### config.mk
export PLATFORM = sky130hd
export DESIGN_NAME = reg_writeback_flat
export DESIGN_NICKNAME = d
export VERILOG_FILES = /design/src/rtl/reg_writeback_if.sv /design/src/rtl/reg_writeback.sv /design/src/flat_wrapper.sv
export SDC_FILE = /design/constraint.sdc
export NUM_CORES = 1
export LEC_CHECK = 0
export BUFFER_PORTS_ARGS = -buffer_cell sky130_fd_sc_hd__buf_4
export CELL_PAD_IN_SITES_DETAIL_PLACEMENT = 1
export CELL_PAD_IN_SITES_GLOBAL_PLACEMENT = 1
export CORE_MARGIN = 2
export CORE_UTILIZATION = 40
export DETAILED_ROUTE_END_ITERATION = 6
export PLACE_DENSITY = 0.8
export SYNTH_ARGS = -nofsm -noshare
export SYNTH_HDL_FRONTEND = slang
export SYNTH_SLANG_ARGS = --single-unit
export TNS_END_PERCENT = 20
### constraint.sdc
create_clock -name clk -period 10.8 [get_ports clk]
set_input_delay 2.16 -clock clk [delete_from_list [all_inputs] [get_ports clk]]
set_output_delay 2.16 -clock clk [all_outputs]
set_load 0.02 [all_outputs]
### src/rtl/reg_writeback_if.sv
// Write-back bus between the execute/memory stages and the register-file
// write front end: load issue, ALU result, load response and the
// registered write port plus scoreboard and queue status.
interface reg_writeback_if #(
  parameter int DATA_W   = 32,
  parameter int ADDR_W   = 5,
  parameter int LQ_DEPTH = 4
);
  localparam int CNT_W = $clog2(LQ_DEPTH) + 1;
  localparam int NREG  = 1 << ADDR_W;

  logic              issue_valid;
  logic [ADDR_W-1:0] issue_rd;
  logic              alu_valid;
  logic [ADDR_W-1:0] alu_rd;
  logic [DATA_W-1:0] alu_data;
  logic              ld_valid;
  logic              ld_ready;
  logic [ADDR_W-1:0] ld_rd;
  logic [DATA_W-1:0] ld_data;
  logic              alu_stall;
  logic              reg_we;
  logic [ADDR_W-1:0] rd;
  logic [DATA_W-1:0] rd_data;
  logic [NREG-1:0]   busy;
  logic [CNT_W-1:0]  lq_count;

  // Producer side: decode/execute/memory stages and the register file.
  modport master (
    output issue_valid, issue_rd,
    output alu_valid, alu_rd, alu_data,
    output ld_valid, ld_rd, ld_data,
    input  ld_ready, alu_stall,
    input  reg_we, rd, rd_data, busy, lq_count
  );

  // Write front end side.
  modport slave (
    input  issue_valid, issue_rd,
    input  alu_valid, alu_rd, alu_data,
    input  ld_valid, ld_rd, ld_data,
    output ld_ready, alu_stall,
    output reg_we, rd, rd_data, busy, lq_count
  );
endinterface

### src/rtl/reg_writeback.sv
// Register-file write front end. ALU results always take the single write
// port; load responses wait in a small FIFO and drain whenever the ALU is
// idle. A starvation counter asks execute to hold off the ALU, and a
// pending-load scoreboard feeds decode hazard detection.
module reg_writeback #(
  parameter int DATA_W       = 32,
  parameter int ADDR_W       = 5,
  parameter int LQ_DEPTH     = 4,
  parameter int STARVE_LIMIT = 3
) (
  input  logic            clk,
  input  logic            rst,
  reg_writeback_if.slave  wb
);
  localparam int PTR_W = (LQ_DEPTH > 1) ? $clog2(LQ_DEPTH) : 1;
  localparam int CNT_W = $clog2(LQ_DEPTH) + 1;
  localparam int ST_W  = (STARVE_LIMIT > 0) ? $clog2(STARVE_LIMIT + 1) : 1;
  localparam int NREG  = 1 << ADDR_W;

  localparam logic [CNT_W-1:0]  LQ_FULL  = CNT_W'(LQ_DEPTH);
  localparam logic [ST_W-1:0]   ST_MAX   = ST_W'(STARVE_LIMIT);
  localparam logic [ADDR_W-1:0] REG_ZERO = {ADDR_W{1'b0}};

  // Queue storage and pointers
  logic [ADDR_W-1:0] lq_rd_q   [LQ_DEPTH];
  logic [ADDR_W-1:0] lq_rd_d   [LQ_DEPTH];
  logic [DATA_W-1:0] lq_data_q [LQ_DEPTH];
  logic [DATA_W-1:0] lq_data_d [LQ_DEPTH];
  logic [PTR_W-1:0]  wr_ptr_q, wr_ptr_d;
  logic [PTR_W-1:0]  rd_ptr_q, rd_ptr_d;
  logic [CNT_W-1:0]  count_q,  count_d;

  // Starvation counter, scoreboard, write stage
  logic [ST_W-1:0]   starve_q,  starve_d;
  logic [NREG-1:0]   busy_q,    busy_d;
  logic              reg_we_q,  reg_we_d;
  logic [ADDR_W-1:0] rd_q,      rd_d;
  logic [DATA_W-1:0] rd_data_q, rd_data_d;

  // Per-cycle decisions
  logic              lq_empty_s;
  logic              lq_full_s;
  logic              ready_s;
  logic              push_s;
  logic              pop_s;
  logic              sel_s;
  logic [ADDR_W-1:0] sel_rd_s;
  logic [DATA_W-1:0] sel_data_s;

  // Queue status, accept handshake and write-port arbitration (ALU first).
  always_comb begin
    lq_empty_s = (count_q == CNT_W'(0));
    lq_full_s  = (count_q == LQ_FULL);
    // Full blocks acceptance even if the head pops this cycle.
    ready_s    = !rst && !lq_full_s;
    push_s     = wb.ld_valid && ready_s;
    // No bypass: only entries already queued at the start of the cycle pop.
    pop_s      = !wb.alu_valid && !lq_empty_s;
    if (wb.alu_valid) begin
      sel_s      = 1'b1;
      sel_rd_s   = wb.alu_rd;
      sel_data_s = wb.alu_data;
    end else if (!lq_empty_s) begin
      sel_s      = 1'b1;
      sel_rd_s   = lq_rd_q[rd_ptr_q];
      sel_data_s = lq_data_q[rd_ptr_q];
    end else begin
      sel_s      = 1'b0;
      sel_rd_s   = REG_ZERO;
      sel_data_s = {DATA_W{1'b0}};
    end
  end

  // Queue next state: write at tail on push, advance head on pop.
  always_comb begin
    lq_rd_d   = lq_rd_q;
    lq_data_d = lq_data_q;
    wr_ptr_d  = wr_ptr_q;
    rd_ptr_d  = rd_ptr_q;
    if (push_s) begin
      lq_rd_d[wr_ptr_q]   = wb.ld_rd;
      lq_data_d[wr_ptr_q] = wb.ld_data;
      wr_ptr_d            = wr_ptr_q + PTR_W'(1);
    end else begin
      wr_ptr_d = wr_ptr_q;
    end
    if (pop_s) begin
      rd_ptr_d = rd_ptr_q + PTR_W'(1);
    end else begin
      rd_ptr_d = rd_ptr_q;
    end
    case ({push_s, pop_s})
      2'b10:   count_d = count_q + CNT_W'(1);
      2'b01:   count_d = count_q - CNT_W'(1);
      default: count_d = count_q;
    endcase
  end

  // Starvation: count consecutive cycles a queued head loses to the ALU.
  always_comb begin
    starve_d = starve_q;
    if (!lq_empty_s && wb.alu_valid) begin
      if (starve_q == ST_MAX) begin
        starve_d = starve_q;
      end else begin
        starve_d = starve_q + ST_W'(1);
      end
    end else begin
      starve_d = ST_W'(0);
    end
  end

  // Scoreboard: clear on pop of a queued load, set on issue (set wins).
  always_comb begin
    busy_d = busy_q;
    if (pop_s) begin
      busy_d[sel_rd_s] = 1'b0;
    end else begin
      busy_d = busy_q;
    end
    if (wb.issue_valid && (wb.issue_rd != REG_ZERO)) begin
      busy_d[wb.issue_rd] = 1'b1;
    end else begin
      busy_d[0] = 1'b0;
    end
    busy_d[0] = 1'b0;
  end

  // Write stage: x0 writes suppressed, index/data hold when idle.
  always_comb begin
    reg_we_d = sel_s && (sel_rd_s != REG_ZERO);
    if (sel_s) begin
      rd_d      = sel_rd_s;
      rd_data_d = sel_data_s;
    end else begin
      rd_d      = rd_q;
      rd_data_d = rd_data_q;
    end
  end

  // State registers; reset discards queued loads and any in-flight write.
  always_ff @(posedge clk or posedge rst) begin
    if (rst) begin
      for (int i = 0; i < LQ_DEPTH; i++) begin
        lq_rd_q[i]   <= REG_ZERO;
        lq_data_q[i] <= {DATA_W{1'b0}};
      end
      wr_ptr_q  <= PTR_W'(0);
      rd_ptr_q  <= PTR_W'(0);
      count_q   <= CNT_W'(0);
      starve_q  <= ST_W'(0);
      busy_q    <= {NREG{1'b0}};
      reg_we_q  <= 1'b0;
      rd_q      <= REG_ZERO;
      rd_data_q <= {DATA_W{1'b0}};
    end else begin
      lq_rd_q   <= lq_rd_d;
      lq_data_q <= lq_data_d;
      wr_ptr_q  <= wr_ptr_d;
      rd_ptr_q  <= rd_ptr_d;
      count_q   <= count_d;
      starve_q  <= starve_d;
      busy_q    <= busy_d;
      reg_we_q  <= reg_we_d;
      rd_q      <= rd_d;
      rd_data_q <= rd_data_d;
    end
  end

  assign wb.ld_ready  = ready_s;
  assign wb.alu_stall = (starve_q == ST_MAX);
  assign wb.reg_we    = reg_we_q;
  assign wb.rd        = rd_q;
  assign wb.rd_data   = rd_data_q;
  assign wb.busy      = busy_q;
  assign wb.lq_count  = count_q;
endmodule
### src/flat_wrapper.sv
// flat-port wrapper written by rule: the top's interface ports become plain ports
module reg_writeback_flat 
#(
  parameter int DATA_W       = 32,
  parameter int ADDR_W       = 5,
  parameter int LQ_DEPTH     = 4,
  parameter int STARVE_LIMIT = 3
)
  (clk, rst, wb_issue_valid, wb_issue_rd, wb_alu_valid, wb_alu_rd, wb_alu_data, wb_ld_valid, wb_ld_rd, wb_ld_data, wb_ld_ready, wb_alu_stall, wb_reg_we, wb_rd, wb_rd_data, wb_busy, wb_lq_count);
  reg_writeback_if #(.DATA_W(DATA_W), .ADDR_W(ADDR_W), .LQ_DEPTH(LQ_DEPTH)) wb_i ();
  input  logic clk;
  input  logic rst;
  input wire logic [$bits(wb_i.issue_valid)-1:0] wb_issue_valid;
  input wire logic [$bits(wb_i.issue_rd)-1:0] wb_issue_rd;
  input wire logic [$bits(wb_i.alu_valid)-1:0] wb_alu_valid;
  input wire logic [$bits(wb_i.alu_rd)-1:0] wb_alu_rd;
  input wire logic [$bits(wb_i.alu_data)-1:0] wb_alu_data;
  input wire logic [$bits(wb_i.ld_valid)-1:0] wb_ld_valid;
  input wire logic [$bits(wb_i.ld_rd)-1:0] wb_ld_rd;
  input wire logic [$bits(wb_i.ld_data)-1:0] wb_ld_data;
  output wire logic [$bits(wb_i.ld_ready)-1:0] wb_ld_ready;
  output wire logic [$bits(wb_i.alu_stall)-1:0] wb_alu_stall;
  output wire logic [$bits(wb_i.reg_we)-1:0] wb_reg_we;
  output wire logic [$bits(wb_i.rd)-1:0] wb_rd;
  output wire logic [$bits(wb_i.rd_data)-1:0] wb_rd_data;
  output wire logic [$bits(wb_i.busy)-1:0] wb_busy;
  output wire logic [$bits(wb_i.lq_count)-1:0] wb_lq_count;
  assign wb_i.issue_valid = wb_issue_valid;
  assign wb_i.issue_rd = wb_issue_rd;
  assign wb_i.alu_valid = wb_alu_valid;
  assign wb_i.alu_rd = wb_alu_rd;
  assign wb_i.alu_data = wb_alu_data;
  assign wb_i.ld_valid = wb_ld_valid;
  assign wb_i.ld_rd = wb_ld_rd;
  assign wb_i.ld_data = wb_ld_data;
  assign wb_ld_ready = wb_i.ld_ready;
  assign wb_alu_stall = wb_i.alu_stall;
  assign wb_reg_we = wb_i.reg_we;
  assign wb_rd = wb_i.rd;
  assign wb_rd_data = wb_i.rd_data;
  assign wb_busy = wb_i.busy;
  assign wb_lq_count = wb_i.lq_count;
  reg_writeback #(.DATA_W(DATA_W), .ADDR_W(ADDR_W), .LQ_DEPTH(LQ_DEPTH), .STARVE_LIMIT(STARVE_LIMIT)) u_core (.clk(clk), .rst(rst), .wb(wb_i));
endmodule
* Yosys cells after proc, flatten, opt, wreduce, memory -nomap -nowiden
Cells that the tools add are included.
Word-level totals: logic and storage cells 82, output and inout port bits 75, register bits 226, input port bits 84
Cells by class: magnitude comparators 7, bitwise operators 5, $add $sub $neg 5, reductions and logical operators 17, equal/unequal tests 5, mux-type cells 27
Operator list (count):
- $mux 32 | 6
- $bwmux 128 | 1
- $bmux 32 s2 | 1
- $demux 32 s2 | 1
- $and 32x32->32 | 1
- $not 32->32 | 1
- $or 32x32->32 | 1
- $mux 31 | 1
- $mux 5 | 5
- $bwmux 20 | 1
- $lt 5x6->1 const B | 2
- $bmux 5 s2 | 1
- $demux 1 s5 | 2
- $demux 5 s2 | 1
- $ge 5x1->1 const B | 2
- $reduce_bool 5->1 | 2
- $logic_and 1x1->1 | 9
- $add 2x1->2 const B | 3
- $ge 3x3->1 const B | 2
- $not 2->3 | 2
- $pmux 3 s2 | 1
- $eq 2x2->1 const B | 2
- $logic_not 1->1 | 4
- $mux 1 | 4
- other kinds (9) | 10

* Depth between registers and ports, before layout
Gate-level depths: netlist of run 1.
word-level depth 15, mapped depth 11, mapped depth without buffers 10

* Least setup slack after synthesis of run 1
No wires, ideal clock.
path type input to output, from input rst, to output wb_ld_ready, cell stages on the path 1, required time 8.640 ns, arrival time 2.555 ns, slack 6.085 ns, buffers on the path 0, cell sequence a31oi_1
On the way: word-level cells in the longest chain between the ends 2
Ends and longest elaborated chain:
- start: declaration | RTL line flat_wrapper.sv:12 | input logic rst;
- $logic_not 1->1 | RTL line reg_writeback.sv:55 | ready_s = !rst && !lq_full_s;
- $logic_and 1x1->1 | RTL line reg_writeback.sv:55
- end: declaration | RTL line flat_wrapper.sv:21 | output wire logic [$bits(wb_i.ld_ready)-1:0] wb_ld_ready;
No other way between the ends.

* Final worst setup path of run 1
Ends and elaborated chain as after synthesis.

==> qor.yml, run 1 <==
synth:
  syn_area_per_cell_um2: 13.60
  synth_flop_cell: "dfrtp_1"
  synthArstFlopShare: 1.000
  ys_types: 46
  synth_warnings: 0
  ys_ff_latch: 226
  yosysSeqAreaShare: 0.5502
  synth_nets: 847
  synth-edff-count: 0
  syn_area_mm2: 0.01028
  synth_top_area_cell: "dfrtp_1"
  synth_area_leaders: "dfrtp_1 55%, mux2_1 12%, mux4_2 8.8%"
  syn_inst: 756
  synth_top_area_frac: 0.5502
global_route:
  antenna_found_initial: 0
  grt_pass1_vias: 7511
  gr-total-overflow: 0
  grt_util_all_layers: 0.1938
  grt_max_degree: 87
  grt_pass1_wl_um: 41300
worst_hold_path:
  hp-class: "register to register"
  min_from: "u_core.lq_data_q[32]$_DFFE_PP0P_"
  min_delay_path_depth: 1
  hold_path_end: "u_core.lq_data_q[32]$_DFFE_PP0P_"
job:
  drv_cap: 0
clock_tree:
  clock-root-buffer: "clkbuf_16"
  cts.sinks: 226
  clk_path_buf_depth: 3
  cts_tree: "built"
  clkTransAtPathRegs_ns: 0.06
  cts-buffers-inserted: 26
  clk-insertion-delay-late_ns: 0.52
  post_cts_buffers: 0
  cts_resized: 0
  ctsHoldBuffers: 0
  htree_levels: 1
place:
  port-buffer-count: 157
  hpwl_um: 16320
  gp_congestion: 0.7956
  dpl_cell_area_mm2: 0.01170
  pre_cts_slack_ns: 5.960
critical_path:
  cp-end-kind: "primary output"
  path_class: "input port to primary output"
  regToRegSetupSlack_ns: 8.19
  r2r_start: "u_core.rd_ptr_q[0]$_DFFE_PP0N_"
  r2r_cells: 5
  worst_ep_arrival_time_ns: 2.67
  crit_path_start_kind: "input port"
  cp_max_fo: 2
  crit_required_ns: 8.64
  worstReg2RegEnd: "u_core.wb.busy[7]$_DFF_PP0_"
run_status:
  status: "finished, final reports clean"
final_layout:
  fillers: 2546
  nets: 995
  diodes: 0
  multi_input_area_mm2: 0.004359
  drive_above_1_share: 0.3272
  final_cell_area_mm2: 0.01265
  regArea_mm2: 0.005658
  syn2layout_area_growth_pct: 23.09
  layout_commonest_cell: "dfrtp_1"
  final_cell_mix: "224 x dfrtp_1, 162 x buf_4, 111 x mux2_1"
floorplan:
  fp.dieH_um: 164.3
  design.core.area_mm2: 0.02518
  rows: 58
  start_util: 0.4082
  io_pins: 159
  die_w_um: 164.3
  dieArea_mm2: 0.02699
power_and_ir_drop:
  leakagePower_nw: 5.917
  powerDensity_mw_per_mm2: 317.3
  ir_worst_vdd_mv: 0.1508
sta:
  finalCritPeriodShare: 0.4474
  finalSetupTns_ns: 0
  slew_violations: 0
  hold_viol_final: 0
  tightest_slew_ns: 0.9960
  setup_viol: 0
  max-slew-margin-rel: 0.3360
  min_period_ns: 4.832
  fmax_ghz: 0.2070
  final.setup_skew_ns: 0.01528
  setup_ws_ns: 5.968
  rsz0062_at_grt: "no"
drt:
  drt-wirelength-per-cell_um: 20.27
  via_count: 6718
  drc: 0
  first_iter_violations: 289
  drt_first_pass_iters: 6
  final_antenna_net_count: 0
  vias_per_cell: 5.362
  drt-total-wl_um: 25400
## cell usage after synthesis, drive strengths merged (2+ instances only)
master,count
or3,2
a22oi,2
nor3,2
or3b,2
xnor2,3
nand2,87
nor2b,9
or2,2
xor2,4
buf,28
dfrtp,226
a21oi,6
mux2i,39
clkbuf,14
nand3b,3
inv,13
mux4,40
nand3,3
nor2,17
ha,6
nor3b,3
o41ai,7
o31ai,4
mux2,148
o21ai,71
a31oi,2
and3,3
## per-stage QoR
step                hold slack (ns)  utilization  instances  total power [mW]
finish                       0.4883       0.5024       1253             4.014
detailed placement           0.4775       0.4647       1206             3.081
global route                 0.5016       0.5024       1253             4.267
CTS                          0.4903       0.5024       1253             4.069
global placement             0.4682       0.4647       1206             2.993
floorplan                    0.4587            -        756             2.549
## registers in the layout, summed over array words and instances, names as in the netlist
signal,cells
u_core.lq_data_q,128
u_core.wb.rd_data,32
u_core.wb.busy,31
u_core.lq_rd_q,20
u_core.wb.rd,5
u_core.wb.lq_count,3
u_core.rd_ptr_q,2
u_core.starve_q,2
u_core.wr_ptr_q,2
u_core.wb.reg_we,1
## how the worst max path moves through the flow
stage | from | cells after the start | slack [ns] | to
after global placement | rst | 3 | 6.02 | wb_ld_ready
after floorplan | rst | 1 | 2.45 | u_core.lq_data_q[0]$_DFFE_PP0P_
final | rst | 3 | 5.97 | wb_ld_ready
after global routing | rst | 3 | 5.93 | wb_ld_ready
after CTS | rst | 3 | 5.96 | wb_ld_ready
after detailed placement | rst | 3 | 5.96 | wb_ld_ready
## critical path, stage by stage
cell and delay [ns]:
buf_4 0.13, a31oi_1 0.19, buf_4 0.18
## power breakdown
part | leakage, nW | switching, mW | internal [mW]
Combinational | 2.73 | 0.766 | 0.779
Sequential | 2.72 | 0.245 | 1.26
Clock | 0.469 | 0.354 | 0.609
## logic make-up (layout without fill, tap and decap cells)
kind of cell	after synthesis	in the layout	synth area share
XOR/XNOR	7	7	0.005965
adder cells (fa/ha/maj)	7	7	0.009251
other	1	1	0.0003648
flip-flops	226	226	0.5502
AO/OA/AOI/OAI	97	97	0.05393
AND/OR/NAND/NOR	136	136	0.06671
buffers and inverters	55	222	0.02581
multiplexers	227	227	0.2878
## per-layer routing
metal,routed length (µm),track usage,share of wire
met1,10940,0.2569,0.43
met2,12640,0.3307,0.50
met3,1283,0.03460,0.051
met4,540,0.04785,0.021
met5,0,0,0
## cell type report
cell class | count | share of cell area
Clock buffer | 35 | 0.05973
Clock inverter | 12 | 0.01533
Inverter | 13 | 0.004450
Multi-Input combinational cell | 475 | 0.3445
Sequential cell | 226 | 0.4472
Tap cell | 330 | 0.03263
Timing Repair Buffer | 162 | 0.09612
Note: power is estimated with default switching activity, not from simulation.
==> run 2: changes to the inputs <==
- PLACE_DENSITY: 0.8 -> 0.83
- clock period: 10.8 -> 4.3 ns (I/O delays scaled with it)
==> run 2 against run 1 <==
Worst setup slack got worse by 4.3 ns. Via count up 0.55%. Cell count about the same. First-iteration DRC count is 38% higher. Register-to-register slack got worse by 6.5 ns. Combinational power rose by 150%. Largest cell class unchanged.
==> qor.yml, run 2 (synthesis gave the netlist of run 1 again) <==
clock_tree:
  clkTransAtPathRegs_ns: 0.06
  clock-root-buffer: "clkbuf_16"
  cts_resized: 0
  clk_path_buf_depth: 3
  ctsHoldBuffers: 0
  cts-buffers-inserted: 25
  htree_levels: 1
  post_cts_buffers: 0
  cts_tree: "built"
  clk-insertion-delay-late_ns: 0.54
  cts.sinks: 226
sta:
  setup_ws_ns: 1.665
  slew_violations: 0
  finalSetupTns_ns: 0
  finalCritPeriodShare: 0.6128
  rsz0062_at_grt: "no"
  setup_viol: 0
  tightest_slew_ns: 1.001
  fmax_ghz: 0.3795
  min_period_ns: 2.635
  final.setup_skew_ns: 0.01644
  hold_viol_final: 0
  max-slew-margin-rel: 0.3327
floorplan:
  dieArea_mm2: 0.02699
  rows: 58
  io_pins: 159
  start_util: 0.4082
  fp.dieH_um: 164.3
  die_w_um: 164.3
  design.core.area_mm2: 0.02518
final_layout:
  drive_above_1_share: 0.3275
  diodes: 0
  regArea_mm2: 0.005658
  final_cell_mix: "224 x dfrtp_1, 161 x buf_4, 111 x mux2_1"
  syn2layout_area_growth_pct: 23.13
  fillers: 2542
  multi_input_area_mm2: 0.004359
  largest_reg_flops: 128
  final_cell_area_mm2: 0.01266
  final_core_util: 0.5026
  layout_commonest_cell: "dfrtp_1"
  nets: 995
  top_register: "u_core.lq_data_q"
global_route:
  met2_usage: 0.3560
  use_met1: 0.2717
  grt_util_all_layers: 0.2053
  antenna_found_initial: 0
  gr-total-overflow: 0
  grt_pass1_vias: 7589
  use_met3: 0.03232
  grt_pass1_wl_um: 43090
  top_usage_layer: "met2"
  grt_max_degree: 104
drt:
  via_count: 6755
  drt-wirelength-per-cell_um: 21.38
  drt_first_pass_iters: 4
  final_antenna_net_count: 0
  first_iter_violations: 399
  drc: 0
  vias_per_cell: 5.395
  drt-total-wl_um: 26760
critical_path:
  r2r_start: "u_core.rd_ptr_q[0]$_DFFE_PP0N_"
  crit_path_start_kind: "register"
  regToRegSetupSlack_ns: 1.66
  worstReg2RegEnd: "u_core.wb.busy[7]$_DFF_PP0_"
  crit_required_ns: 4.69
  setup.worst_path.end: "u_core.wb.busy[7]$_DFF_PP0_"
  r2r_cells: 4
  path_class: "register to register"
  cp_max_fo: 29
  startpoint: "u_core.rd_ptr_q[0]$_DFFE_PP0N_"
  worst_ep_arrival_time_ns: 3.03
  cp-end-kind: "register"
power_and_ir_drop:
  powerDensity_mw_per_mm2: 803.0
  leakagePower_nw: 5.917
  ir_worst_vdd_mv: 0.3758
  total_power_mw: 10.16
job:
  drv_cap: 0
worst_hold_path:
  hp-class: "input port to async pin"
place:
  dpl_cell_area_mm2: 0.01173
  gp_congestion: 0.7973
  port-buffer-count: 157
  pre_cts_slack_ns: 1.452
  hpwl_um: 17110
run_status:
  status: "finished, final reports clean"
-- run 2: cell types whose count changed in the layout (fill, tap and decap cells not counted), sizes merged --
cell | previous run | this run
buf | 162 | 163
clkbuf | 35 | 34
inv | 14 | 13
-- run 2: layout make-up --
class                   instances  share of cell area
multi-input cells             475              0.3444
clock buffers                  34             0.05764
repair buffers                163             0.09867
inverters                      13            0.004152
flip-flops and latches        226              0.4471
well taps                     330             0.03262
clock inverters                11             0.01542
-- run 2: worst max-delay path, stage by stage, from the launching register on --
cell and delay (ns):
dfrtp_2 1.03, mux4_2 0.51, nand3_1 0.34, o41ai_1 0.48, o21ai_1 0.13
-- run 2: power breakdown --
part	switching [mW]	internal (mW)	total, mW
clock network	0.886	1.49	2.38
logic	1.85	1.96	3.81
registers	0.811	3.17	3.98
-- run 2: how the worst min path moves through the flow --
| stage | endpoint | cells past startpoint | start |
|---|---|---|---|
| finish | u_core.wb.rd[4]$_DFFE_PP0P_ | 2 | rst |
| global route | u_core.wb.reg_we$_DFF_PP0_ | 2 | rst |
| CTS | u_core.wb.lq_count[1]$_DFFE_PP0P_ | 2 | rst |
| detailed placement | u_core.lq_data_q[112]$_DFFE_PP0P_ | 1 | u_core.lq_data_q[112]$_DFFE_PP0P_ |
| global placement | u_core.lq_data_q[36]$_DFFE_PP0P_ | 1 | u_core.lq_data_q[36]$_DFFE_PP0P_ |
| floorplan | u_core.lq_data_q[32]$_DFFE_PP0P_ | 1 | u_core.lq_data_q[32]$_DFFE_PP0P_ |
-- run 2: metrics by stage --
stage / hold WS, ns / cells
2_1_floorplan: 0.4587 / 756
3_3_place_gp: 0.4682 / 1207
3_5_place_dp: 0.4792 / 1207
4_1_cts: 0.3158 / 1252
5_1_grt: 0.3340 / 1252
6_report: 0.3226 / 1252
-- run 2: metal layers --
| layer | wire [µm] | vias up |
|---|---|---|
| met5 | 0 | - |
| met4 | 543 | 0 |
| met3 | 1167 | 36 |
| met2 | 13680 | 173 |
| met1 | 11380 | 3533 |
| li1 | - | 3013 |
